### src/rtl/ahb_arb_pkg.sv
// Shared types and constants for the AHB requester arbiter.
package ahb_arb_pkg;

  typedef enum logic [2:0] {
    S_IDLE      = 3'd0,
    S_ISSUE     = 3'd1,
    S_WAIT_ACK  = 3'd2,
    S_WAIT_DONE = 3'd3,
    S_DONE      = 3'd4
  } state_t;

  localparam logic [1:0] HRESP_OKAY = 2'b00;

  // Index width for n items, never less than 1 bit.
  function automatic int clog2(input int n);
    int r;
    r = 1;
    for (int i = 1; i < 32; i++)
      if ((1 << i) < n) r = i + 1;
    return r;
  endfunction

endpackage

### src/rtl/rr_pick.sv
// Combinational round-robin picker: first requester after last, wrapping at N.
module rr_pick #(
  parameter int N  = 2,
  parameter int IW = 1
) (
  input  logic [N-1:0]  req,
  input  logic [IW-1:0] last,
  output logic          any,
  output logic [IW-1:0] grant
);

  int            idx;
  logic [IW-1:0] ii;

  always_comb begin
    any   = 1'b0;
    grant = '0;
    idx   = 0;
    ii    = '0;
    for (int k = 1; k <= N; k++) begin
      idx = (int'(last) + k) % N;
      ii  = IW'(idx);
      if (!any && req[ii]) begin
        any   = 1'b1;
        grant = ii;
      end
    end
  end

endmodule

### src/rtl/ahb_req_arbiter.sv
// Round-robin arbiter sharing one ahb_master port; one transaction in flight,
// completion status and read byte returned to the granted requester.
module ahb_req_arbiter
  import ahb_arb_pkg::*;
#(
  parameter int NUM_REQ     = 2,
  parameter int ACK_TIMEOUT = 15
) (
  input  logic                 clk,
  input  logic                 resetn,
  input  logic [NUM_REQ-1:0]   req_valid,
  input  logic [NUM_REQ-1:0]   req_write,
  input  logic [32*NUM_REQ-1:0] req_addr,
  input  logic [8*NUM_REQ-1:0] req_wdata,
  output logic [NUM_REQ-1:0]   rsp_done,
  output logic [7:0]           rsp_rdata,
  output logic                 rsp_err,
  output logic                 m_read,
  output logic                 m_write,
  output logic [31:0]          m_addr,
  output logic [7:0]           m_wdata,
  input  logic [7:0]           m_rdata,
  input  logic                 m_valid,
  input  logic [1:0]           m_resp,
  input  logic                 m_busy
);

  localparam int IW = clog2(NUM_REQ);
  localparam int CW = clog2(ACK_TIMEOUT + 1);

  state_t        state;
  logic [IW-1:0] last_grant, grant, pick_idx;
  logic [CW-1:0] cnt;
  logic          pick_any, is_write;

  logic [31:0] addr_arr  [NUM_REQ];
  logic [7:0]  wdata_arr [NUM_REQ];

  for (genvar g = 0; g < NUM_REQ; g++) begin : g_unpack
    assign addr_arr[g]  = req_addr[32*g +: 32];
    assign wdata_arr[g] = req_wdata[8*g +: 8];
  end

  rr_pick #(.N(NUM_REQ), .IW(IW)) u_pick (
    .req   (req_valid),
    .last  (last_grant),
    .any   (pick_any),
    .grant (pick_idx)
  );

  always_ff @(posedge clk) begin
    if (!resetn) begin
      state      <= S_IDLE;
      last_grant <= IW'(NUM_REQ - 1);
      grant      <= '0;
      cnt        <= '0;
      is_write   <= 1'b0;
      m_read     <= 1'b0;
      m_write    <= 1'b0;
      m_addr     <= '0;
      m_wdata    <= '0;
      rsp_done   <= '0;
      rsp_rdata  <= '0;
      rsp_err    <= 1'b0;
    end else begin
      rsp_done <= '0;
      m_read   <= 1'b0;
      m_write  <= 1'b0;
      case (state)
        // A busy master in IDLE means something is still draining; wait it out.
        S_IDLE: if (pick_any && !m_busy) begin
          grant      <= pick_idx;
          last_grant <= pick_idx;
          m_addr     <= addr_arr[pick_idx];
          m_wdata    <= wdata_arr[pick_idx];
          is_write   <= req_write[pick_idx];
          m_write    <= req_write[pick_idx];
          m_read     <= !req_write[pick_idx];
          state      <= S_ISSUE;
        end
        S_ISSUE: begin
          cnt   <= '0;
          state <= S_WAIT_ACK;
        end
        S_WAIT_ACK: begin
          if (m_busy) begin
            state <= S_WAIT_DONE;
          end else begin
            cnt <= cnt + 1'b1;
            if (cnt == CW'(ACK_TIMEOUT - 1)) begin
              rsp_err         <= 1'b1;
              rsp_rdata       <= '0;
              rsp_done[grant] <= 1'b1;
              state           <= S_DONE;
            end
          end
        end
        S_WAIT_DONE: if (!m_busy) begin
          rsp_rdata       <= (!is_write && m_valid) ? m_rdata : 8'h00;
          rsp_err         <= (m_resp != HRESP_OKAY) || (!is_write && !m_valid);
          rsp_done[grant] <= 1'b1;
          state           <= S_DONE;
        end
        S_DONE:  state <= S_IDLE;
        default: state <= S_IDLE;
      endcase
    end
  end

endmodule

### config.mk
export PLATFORM = sky130hd
export DESIGN_NAME = ahb_req_arbiter
export DESIGN_NICKNAME = d
export VERILOG_FILES = /design/src/rtl/ahb_arb_pkg.sv /design/src/rtl/rr_pick.sv /design/src/rtl/ahb_req_arbiter.sv
export SDC_FILE = /design/constraint.sdc
export NUM_CORES = 1
export LEC_CHECK = 0
export ABC_AREA = 0
export CAP_MARGIN = 20
export CORE_UTILIZATION = 25
export CTS_CLUSTER_DIAMETER = 80
export DETAILED_ROUTE_END_ITERATION = 10
export GPL_ROUTABILITY_DRIVEN = 0
export PLACE_DENSITY = 0.55
export SYNTH_ARGS = -nofsm -noshare
export SYNTH_HDL_FRONTEND = slang
export SYNTH_SLANG_ARGS = --single-unit
### constraint.sdc
create_clock -name clk -period 2.15 [get_ports clk]
set_input_delay 0.43 -clock clk [delete_from_list [all_inputs] [get_ports clk]]
set_output_delay 0.43 -clock clk [all_outputs]
set_load 0.05 [all_outputs]
# ---- Yosys cells after proc, flatten, opt, wreduce, memory -nomap -nowiden
# Cells that the tools add are included.
dict set report totals {
  word_cells 91
  ff_bits 153
  output_inout_bits 53
  input_bits 98
}
dict set report classes {
  reduce_logical 20
  addsub 3
  muxes 38
  eq_ne 9
  n_lt_le_gt_ge 6
  bitwise_logic 3
}
# op n
set op_table {}
lappend op_table {{$mux W32} 6}
lappend op_table {{$lt A32 B2 Y1 const B} 4}
lappend op_table {{$pmux W32 S2} 1}
lappend op_table {{$mux W8} 7}
lappend op_table {{$ge A33 B2 Y1 const B} 1}
lappend op_table {{$not A32 Y33} 1}
lappend op_table {{$add A32 B1 Y32 const B} 1}
lappend op_table {{$add A32 B2 Y32 const B} 1}
lappend op_table {{$add A32 B3 Y32 const B} 1}
lappend op_table {{$eq A32 B4 Y1 const B} 1}
lappend op_table {{$ge A32 B1 Y1 const B} 1}
lappend op_table {{$pmux W8 S2} 1}
lappend op_table {{$mux W1} 12}
lappend op_table {{$mux W3} 4}
lappend op_table {{$pmux W3 S4} 1}
lappend op_table {{$ne A2 B2 Y1 const B} 4}
lappend op_table {{$eq A3 B2 Y1 const B} 2}
lappend op_table {{$mux W2} 3}
lappend op_table {{$reduce_and A3 Y1} 2}
lappend op_table {{$reduce_bool A2 Y1} 3}
lappend op_table {{$logic_and A1 B1 Y1} 5}
lappend op_table {{$logic_not A1 Y1} 5}
lappend op_table {{$pmux W2 S2} 1}
lappend op_table {{$reduce_and A2 Y1} 2}
lappend op_table {{8 further kinds} 9}

# ---- Longest topological paths before layout
dict set report logic_depth {
  word_depth 12
  mapped_depth 7
  depth_no_buf 6
}

# ---- By module
# A second synthesis with hierarchy kept.
dict set report unflattened {
  cells_unflattened 638
  area_unflattened_um2 5705.5
}
# mod area_per_inst_um2 n_inst cells_each seq_area_each_um2
set by_module_without_submodules {}
lappend by_module_without_submodules {ahb_req_arbiter 5368.9 1 592 2442.3}
lappend by_module_without_submodules {rr_pick 336.6 1 46 0.0}

# ---- Least setup slack after synthesis
# Ideal clock, no wire load.
dict set report synth_path {
  path_kind {reg-to-reg}
  startpoint {register cnt[0]}
  endpoint {register cnt[22]}
  path_stages_with_launch 7
  required_time_ps 2079
  synth_period_minus_slack_ps 1653
  t_arrival_ps 1582
  path_buffers 1
  setup_time_ps 71
  path_slack_ps 497
  cell_sequence {dfxtp_1 > ha_1 > nor2b_1 > o21ai_1 > clkbuf_1 > or4_1 > a21oi_1}
}
dict set report synth_via {
  elab_chain_len 3
}
# element line_no
set synth_lines {}
lappend synth_lines {{start: declaration} ahb_req_arbiter.sv:33} ;# logic [CW-1:0] cnt;
lappend synth_lines {{start signal: assignment} ahb_req_arbiter.sv:89} ;# cnt <= cnt + 1'b1;
lappend synth_lines {{$add A32 B1 Y32} ahb_req_arbiter.sv:89}
lappend synth_lines {{$mux W32} ahb_req_arbiter.sv:86} ;# if (m_busy) begin
lappend synth_lines {{$pmux W32 S2} ahb_req_arbiter.sv:69} ;# case (state)
# Every way passes these cells. The select of a mux whose other input is x is not followed.
# A chain may end at the register's enable or synchronous reset.

# ---- Worst setup path after layout
dict set report layout_path {
  startpoint {register rsp_err}
  endpoint {output port rsp_err}
}
# element line_no
set layout_lines {}
lappend layout_lines {{start: declaration} ahb_req_arbiter.sv:17} ;# output logic rsp_err,
lappend layout_lines {{start signal: assignment} ahb_req_arbiter.sv:100} ;# rsp_err <= (m_resp != HRESP_OKAY) || (!is_write && !m_valid);
# No word-level cell between the ends.

==> flow_metrics.py <==
metrics = {
    "yosys": {
        "synth_top_family_by_area": "simple AND/OR/NAND/NOR gates",
        "yosys.area.top_type_share": 0.423,
        "synth_seq_cells": 92,
        "post_synth_xor_area_fraction": 0.0101,
        "syn_area_um2": 4350,
        "yosys.area_share.simple": 0.217,
        "syn_area_per_cell_um2": 9.12,
        "synth_edf_count": 0,
        "synth_seq_area_share": 0.423,
        "synth_warnings": 0,
        "synth_flop_cell": "dfxtp_1",
        "synth_adder_area_share": 0.00575,
        "syn-num-nets": 577,
        "synth_cells": 477,
        "synth.mux.area_fraction": 0.106,
        "synthTopCellsByArea": "dfxtp_1, mux2i_1, a211oi_1",
        "synth_compound_area_frac": 0.192,
        "synthArstFlopShare": 0,
        "ys_types": 54,
        "yosys.area.top_type": "dfxtp_1",
    },
    "clocking": {
        "cts-htree-levels": 3,
        "path_clk_slew_ns": 0.07,
        "clockBufferDepth": 2,
        "cts_tree": "yes",
        "clk_latency_ns": 0.34,
        "cts_root_buf": "clkbuf_16",
        "cts_buffers": 9,
        "cts_setup_buffers": 0,
        "clock-sinks": 92,
        "cts-hold-fix-buffers": 0,
        "cts_resized": 0,
    },
    "sta": {
        "skew_ns": 0.00816,
        "grt_setup_unrepaired": "false",
        "fin_crit_sh": 0.913,
        "worst_pin_slew_ns": 0.551,
        "period_needed_ns": 1.96,
        "setup_viol": 0,
        "fin_tns_setup_ns": 0,
        "slew_headroom": 0.632,
        "max_freq_ghz": 0.509,
        "hold_viol": 0,
        "holdWs_ns": 0.457,
        "final_max_slew_viol_count": 0,
    },
    "detailed_routing": {
        "via_per_inst": 4.89,
        "wl_per_cell_um": 14.3,
        "ant_nets": 0,
        "via_count": 4229,
        "drc_errors": 0,
        "dr.pass1.iters": 4,
        "first_iter_violations": 232,
        "drt-total-wl_mm": 12.3,
    },
    "layout": {
        "nets": 739,
        "n_antenna_cell": 0,
        "final_cell_mix": "clkdlybuf4s50_1, dfxtp_1, nor2_1, mux2i_1, a211oi_1",
        "num-fill-cells": 1629,
        "drive_above_1_share": 0.101,
        "instances_no_fill": 864,
        "final_common_cell": "clkdlybuf4s50_1",
        "area_growth_pct": 50.9,
    },
    "die": {
        "die_area_um2": 17900,
        "io_pins": 151,
        "core_um2": 16800,
        "start_util": 0.259,
        "die_w_um": 134,
        "rows": 47,
        "dieHeight_um": 134,
    },
    "outcome": {
        "run_status": "finished, final reports clean",
    },
    "grt": {
        "grt_usage": 0.141,
        "grt_pass1_wl_mm": 20.1,
        "grt_pass1_vias": 4193,
        "grt_max_degree": 41,
        "antenna_found_initial": 0,
        "grt_overflow": 0,
    },
    "worst_setup_path": {
        "crit_required_ns": 1.72,
        "crit_buf_inv": 1,
        "cp_slowest_cell": "clkdlybuf4s50_1",
        "crit_family": "buffers and inverters",
        "end_kind": "output port",
        "cp_cell_sequence": "clkdlybuf4s50_1",
        "worst-setup-path-type": "flop to output port",
        "crit_fanout": 3,
        "slowest_delay_ns": 0.84,
        "cp.arrival_ns": 1.53,
        "cp-start-kind": "flop",
    },
    "power_and_ir_drop": {
        "p_switching_uw": 1310,
        "power_frac_comb": 0.238,
        "p_seq_frac": 0.422,
        "powerDensity_nw_per_um2": 667,
        "ir_worst_vdd_mv": 0.368,
        "switching_share": 0.298,
        "intPower_uw": 3070,
        "power.share.clock": 0.341,
        "power.leakage_uw": 0.00226,
    },
    "worst_hold_path": {
        "hold_class": "flop to flop",
    },
    "place": {
        "dp_cells": 848,
        "hpwl_mm": 9.59,
        "port_buffers": 150,
    },
    "job": {
        "cap_violations": 0,
    },
}
logic make-up after synthesis:
| family | after synthesis |
|---|---|
| xor gates and xnor gates | 5 |
| adders and majority gates | 2 |
| muxes | 46 |
| buffers and inverters | 40 |
| DFF | 92 |
| and+or+nand+nor | 171 |
| AOI/OAI and AO/OA | 121 |
synthesized netlist by cell type, drive strengths merged, types with 9 or more instances:
library cell	instances
mux2i	46
and4	10
nor2	52
dfxtp	92
buf	25
or3	9
nor4	10
o21ai	10
a211oi	41
nand4	9
clkbuf	11
o31ai	15
nand3	10
nand2	29
a21oi	31
or4	16
routing by layer:
layer / track usage / vias up / part of all wire
li1: - / 2136 / -
met1: 0.164 / 1923 / 0.42
met2: 0.231 / 149 / 0.47
met3: 0.0552 / 21 / 0.087
met4: 0.0612 / 0 / 0.023
met5: 0 / - / 0
path summary, 6_finish.rpt:
check	from	end	slack [ns]	cells past startpoint
max reg2reg	cnt[15]$_SDFFE_PN0P_	rsp_rdata[7]$_SDFFE_PN0P_	0.29	4
min	last_grant[30]$_SDFFE_PN0P_	last_grant[30]$_SDFFE_PN0P_	0.46	2
min reg2reg	last_grant[30]$_SDFFE_PN0P_	last_grant[30]$_SDFFE_PN0P_	0.46	2
max	rsp_err$_SDFFE_PN0P_	rsp_err	0.19	1
power groups by stage:
stage	Clock [µW]	Sequential [µW]	Combinational, µW
4_1_cts	1540	1850	1050
6_report	1490	1850	1040
3_3_place_gp	0	1890	1040
3_5_place_dp	0	1890	1050
2_1_floorplan	0	2150	317
5_1_grt	1630	1860	1110
cell type report:
cell class                      count  area (µm²)  share of cell area
Clock inverter                      5        36.3             0.00553
Tap cell                          220         275              0.0419
Multi-Input combinational cell    345        2330               0.354
Inverter                            4        15.0             0.00229
Sequential cell                    92        1840               0.281
Timing Repair Buffer              187        1830               0.278
Clock buffer                       11         243              0.0370
registers in the layout, summed over array words and instances (netlist names), 2 cells and up:
register	flops
cnt	32
last_grant	2
m_addr	32
m_wdata	8
rsp_done	2
rsp_rdata	8
state	3
stage by stage:
stage | total power, µW | utilization | instance area, µm² | setup slack, ns
2_1_floorplan | 2470 | - | 4350 | 0.497
3_3_place_gp | 2930 | 0.375 | 6280 | -0.000263
3_5_place_dp | 2940 | 0.375 | 6280 | -0.0957
4_1_cts | 4440 | 0.392 | 6560 | 0.165
5_1_grt | 4590 | 0.392 | 6560 | 0.135
6_report | 4380 | 0.392 | 6560 | 0.187
Note: power is estimated with default switching activity, not from simulation.
